### src/rtl/uart_pkg.sv
// Shared constants and FSM state encoding for the UART transmit path.
package uart_pkg;

    localparam int UART_DATA_W   = 8;
    localparam int DEFAULT_DEPTH = 16;

    typedef enum logic [1:0] {
        S_IDLE   = 2'd0,
        S_LAUNCH = 2'd1,
        S_WAIT   = 2'd2,
        S_GAP    = 2'd3
    } tx_state_t;

endpackage

### src/rtl/sync_fifo_mem.sv
// DEPTH x DATA_W register array: synchronous write port, combinational read port.
module sync_fifo_mem
    import uart_pkg::*;
#(
    parameter  int DEPTH  = DEFAULT_DEPTH,
    parameter  int DATA_W = UART_DATA_W,
    localparam int ADDR_W = $clog2(DEPTH)
) (
    input  logic              clk,
    input  logic              we,
    input  logic [ADDR_W-1:0] waddr,
    input  logic [DATA_W-1:0] wdata,
    input  logic [ADDR_W-1:0] raddr,
    output logic [DATA_W-1:0] rdata
);

    logic [DATA_W-1:0] mem [DEPTH];

    // Storage carries no reset; stale entries are never read because count gates every pop.
    always_ff @(posedge clk) begin
        if (we) begin
            mem[waddr] <= wdata;
        end
    end

    assign rdata = mem[raddr];

endmodule

### src/rtl/uart_tx_fifo.sv
// Byte FIFO plus launch controller feeding a UART transmitter one byte per done pulse.
// Optional sticky overflow flag output ovf when UART_TX_FIFO_OVF_EN is defined.
module uart_tx_fifo
    import uart_pkg::*;
#(
    parameter  int DEPTH  = DEFAULT_DEPTH,
    localparam int ADDR_W = $clog2(DEPTH)
) (
    input  logic                   clk,
    input  logic                   rst,
    input  logic                   wrEn,
    input  logic [UART_DATA_W-1:0] wrData,
    output logic                   full,
    output logic                   empty,
    output logic [ADDR_W:0]        count,
    output logic                   txDataValid,
    output logic [UART_DATA_W-1:0] txByte,
    input  logic                   txDone,
    output logic                   busy
`ifdef UART_TX_FIFO_OVF_EN
    ,
    output logic                   ovf
`else
`endif
);

    localparam logic [ADDR_W:0] FULL_CNT = (ADDR_W + 1)'(DEPTH);

    logic [ADDR_W-1:0]      wr_ptr;
    logic [ADDR_W-1:0]      rd_ptr;
    logic [UART_DATA_W-1:0] rd_data;
    logic                   push;
    logic                   pop;
    tx_state_t              state;
    tx_state_t              state_nxt;

    function automatic logic [ADDR_W:0] count_step(
        input logic [ADDR_W:0] cnt,
        input logic            do_push,
        input logic            do_pop
    );
        logic [ADDR_W:0] res;
        res = cnt;
        case ({do_push, do_pop})
            2'b10:   res = cnt + (ADDR_W + 1)'(1);
            2'b01:   res = cnt - (ADDR_W + 1)'(1);
            default: res = cnt;
        endcase
        return res;
    endfunction

    // full is taken from the registered count, so a pop on the same edge cannot admit a write.
    assign full  = (count == FULL_CNT);
    assign empty = (count == '0);
    assign push  = wrEn && !full;
    assign pop   = (state == S_IDLE) && !empty;

    sync_fifo_mem #(
        .DEPTH  (DEPTH),
        .DATA_W (UART_DATA_W)
    ) u_mem (
        .clk   (clk),
        .we    (push),
        .waddr (wr_ptr),
        .wdata (wrData),
        .raddr (rd_ptr),
        .rdata (rd_data)
    );

    always_ff @(posedge clk or posedge rst) begin
        if (rst) begin
            wr_ptr <= '0;
            rd_ptr <= '0;
            count  <= '0;
        end else begin
            if (push) begin
                wr_ptr <= wr_ptr + 1'b1;
            end
            if (pop) begin
                rd_ptr <= rd_ptr + 1'b1;
            end
            count <= count_step(count, push, pop);
        end
    end

    // Launch register: txByte holds the popped byte until the next launch.
    always_ff @(posedge clk or posedge rst) begin
        if (rst) begin
            txByte <= '0;
        end else if (pop) begin
            txByte <= rd_data;
        end
    end

    always_ff @(posedge clk or posedge rst) begin
        if (rst) begin
            state <= S_IDLE;
        end else begin
            state <= state_nxt;
        end
    end

    always_comb begin
        state_nxt = state;
        case (state)
            S_IDLE:   if (!empty) state_nxt = S_LAUNCH;
            S_LAUNCH: state_nxt = S_WAIT;
            S_WAIT:   if (txDone) state_nxt = S_GAP;
            S_GAP:    state_nxt = S_IDLE;
            default:  state_nxt = S_IDLE;
        endcase
    end

    // S_GAP lets the transmitter settle back to idle before the next dataValid.
    always_comb begin
        txDataValid = 1'b0;
        busy        = 1'b0;
        case (state)
            S_LAUNCH: begin
                txDataValid = 1'b1;
                busy        = 1'b1;
            end
            S_WAIT:   busy = 1'b1;
            default: begin
                txDataValid = 1'b0;
                busy        = 1'b0;
            end
        endcase
    end

`ifdef UART_TX_FIFO_OVF_EN
    always_ff @(posedge clk or posedge rst) begin
        if (rst) begin
            ovf <= 1'b0;
        end else if (wrEn && full) begin
            ovf <= 1'b1;
        end
    end
`else
    // Without the flag, writes into a full FIFO are discarded silently.
`endif

endmodule

### config.mk
export PLATFORM = sky130hd
export DESIGN_NAME = uart_tx_fifo
export DESIGN_NICKNAME = d
export VERILOG_FILES = /design/src/rtl/uart_pkg.sv /design/src/rtl/sync_fifo_mem.sv /design/src/rtl/uart_tx_fifo.sv
export SDC_FILE = /design/constraint.sdc
export NUM_CORES = 1
export LEC_CHECK = 0
export CORE_AREA = 4 4 149 115
export CTS_CLUSTER_DIAMETER = 120
export DETAILED_ROUTE_END_ITERATION = 16
export DIE_AREA = 0 0 153 119
export GPL_ROUTABILITY_DRIVEN = 1
export PLACE_DENSITY = 0.61
export RECOVER_POWER = 25
export SLEW_MARGIN = 10
export SYNTH_ARGS = -nofsm -noshare
export SYNTH_HDL_FRONTEND = slang
export SYNTH_SLANG_ARGS = --single-unit
### constraint.sdc
create_clock -name clk -period 3.1 [get_ports clk]
set_clock_uncertainty 0.1 [all_clocks]
set_input_delay 0.93 -clock clk [delete_from_list [all_inputs] [get_ports clk]]
set_output_delay 0.93 -clock clk [all_outputs]
set_load 0.01 [all_outputs]
==> out/summary.txt <==
Worst vdd ir: 418.5 uV
Normalized max-slew margin: 7.592%
I/O pin count: 29
Hold_buf cts: 0
Layout Cells excl Fill: 605
Netlist cell types: 41
Status: finished, final reports clean
Vias: 3,124
Clock power frac: 29.2%
Pin slew with the least headroom to its limit: 1.386 ns
Worst-path cell chain: or4_4 > nor2_2 > dlygate4sd2_1
Initial Util: 39.53%
Yosys Warn Count: 0
Worst Path Max Fanout: 6
Yosys top cell area share: 61.87%
Switching portion of total power: 31.60%
Clk root buf: clkbuf_16
Diodes inserted: 0
Leakage Power: 2.614 nW
Final Cycle Share: 92.75%
Most common cell after layout, fill and taps aside: edfxtp_1
CTS tree: yes
Cell accounting for the most synthesized area: edfxtp_1
Crit-path leading delay family: simple AND/OR/NAND/NOR gates
Type of the most critical hold path: reg2reg
WL/cell: 20.03 um
Gate Count Post-Synth: 327
Worst setup SP type: flip-flop
GP Congestion: 0.8090
Post-synth net total: 351
Most frequent cells in the layout: edfxtp_1, mux4_2, buf_4
Setup violators final: 0
Sw Pwr: 2.274 mW
Mapped Area: 0.006212 mm^2
Area grow syn2layout: 19.94%
First-pass GRT wire length: 19,040 um
Largest net degree at the start of global routing: 36
Vias in the first global route: 3,222
Die area: 0.01821 mm^2
RSZ-0062 raised after global routing: false
GRT Total Usage: 14.08%
Clk_lat worst skew: 0.42 ns
Max-cap violations: 0
Num rows: 40
Min cycle time layout: 2.875 ns
Post-synth EDFFs: 128
Prevailing post-synth register cell: edfxtp_1
Clock Path Buffers: 2
Asr flop ratio synth: 15.23%
GR Overflow Total: 0
Nets: 406
Fin. max-slew vios: 0
DP Wirelength: 7594 um
Clock tree sinks: 151
CTS resizes: 3
Clock transition at path regs: 0.06 ns
Port-buffer cells: 28
CTS Buf Count: 17
Pwr Density: 965.9 mW/mm^2
Die height: 119 um
Sequential fraction of the synthesis area: 71.14%
Die width: 153 um
Share of power burned in combinational logic: 32.7%
Setup TNS: 0 ns
Setup crit end kind: output pin
Filler Cells Inserted: 1,344
Final ANT Viol Nets: 0
Number of DRC violations after detailed-routing iteration 0: 182
Final hold violation count: 0
Top cells by area, synth: edfxtp_1, mux4_2, dfrtp_1, mux2i_1, ha_1
Worst path max stage delay: 0.59 ns
Initial antenna violation count: 0
Initial DRT Pass Iterations: 5
Worst EP required: 2.07 ns
# H-tree levels: 4
Max stage delay cell, worst path: or4_4
Internal power: 4.922 mW
Power Total: 7.197 mW
Drc violations: 0
Vias per Instance: 5.164
Seq pwr share: 38.1%
Placed cells: 573
Core area: 0.01572 mm^2
Fmax: 347.8 MHz
Arr. time, crit path: 1.85 ns
Layout cells sized above 1: 26.58%
DRT Wirelength: 12,120 um
Synthesis-stage register bit count: 151
Kind of critical path: reg2out
Postcts setup bufs: 0
Post-Syn Area per Cell: 19.00 um^2
Buffers & Inverters on Critical Path: 1
## Yosys cell counts (2+ instances only)
library cell,count
a21oi_1,4
buf_1,2
buf_2,6
buf_4,3
clkbuf_1,5
dfrtp_1,23
edfxtp_1,128
ha_1,12
inv_1,8
mux2i_1,16
mux4_2,32
nand2_1,19
nand2b_1,3
nand4_1,2
nor2_1,15
nor2b_1,2
nor3_1,4
o21ai_0,4
o221ai_2,8
xnor2_1,8
xor2_1,3
## logic make-up after synthesis
kind of cell    synth area share (%)
compound gates                 3.807
xor+xnor                       1.551
fa+ha+maj                      2.417
buf+inv                        2.357
flops                          71.14
mux                            14.60
simple gates                   4.129
## final cells by class
cell class / count / area, um^2 / area share (%)
clock inverters: 14 / 180.2 / 2.418
inverters: 9 / 36.28 / 0.4870
multi-input cells: 149 / 1643 / 22.05
well taps: 210 / 262.8 / 3.526
flip-flops and latches: 151 / 4422 / 59.35
repair buffers: 54 / 478.0 / 6.415
clock buffers: 18 / 429.2 / 5.760
## per-layer routing
layer	wire length [um]	track usage [%]	vias to the layer above
met5	0	0	-
met4	137	4.341	0
met3	550	4.105	13
met2	5883	22.29	63
met1	5546	19.00	1652
li1	-	-	1396
## worst min-delay path, cell delays in order, from the launching register on
cell	delay (ns)
dfrtp_1	0.36
nand2_1	0.07
o221ai_2	0.05
## power by group through the flow
| stage | registers (mW) | clock network, mW | logic, mW |
|---|---|---|---|
| finish | 2.74 | 2.10 | 2.36 |
| global route | 2.77 | 2.25 | 2.60 |
| CTS | 2.74 | 2.15 | 2.41 |
| detailed placement | 2.78 | 0 | 2.39 |
| global placement | 2.76 | 0 | 2.35 |
| floorplan | 2.74 | 0 | 1.70 |
## registers in the layout, indices dropped and copies added, names as in the netlist
signal	cells
count	5
rd_ptr	4
txByte	8
state	2
u_mem.mem	128
wr_ptr	4
## worst paths after layout
path | from | endpoint | slack (ns) | depth (start not counted)
min reg2reg | txByte[6] | txByte[6] | 0.42 | 2
min | txByte[6] | txByte[6] | 0.42 | 2
max in group asynchronous | rst | rd_ptr[0] | 0.67 | 3
max reg2reg | count[0] | count[4] | 0.31 | 10
min in group asynchronous | rst | count[2] | 1.31 | 3
max | count[0] | empty | 0.22 | 3
## metrics by stage
step | cell area [um^2] | hold slack, ns | utilization [%] | setup slack [ns]
after detailed placement | 6854 | 0.3971 | 43.61 | 0.01217
final | 7451 | 0.4159 | 47.41 | 0.2249
after global placement | 6854 | 0.3806 | 43.61 | 0.05141
after floorplan | 6212 | 0.3889 | - | 0.2094
after global routing | 7451 | 0.4641 | 47.41 | 0.1438
after CTS | 7462 | 0.4115 | 47.48 | 0.1954
Power figures use the tool's default switching activity.
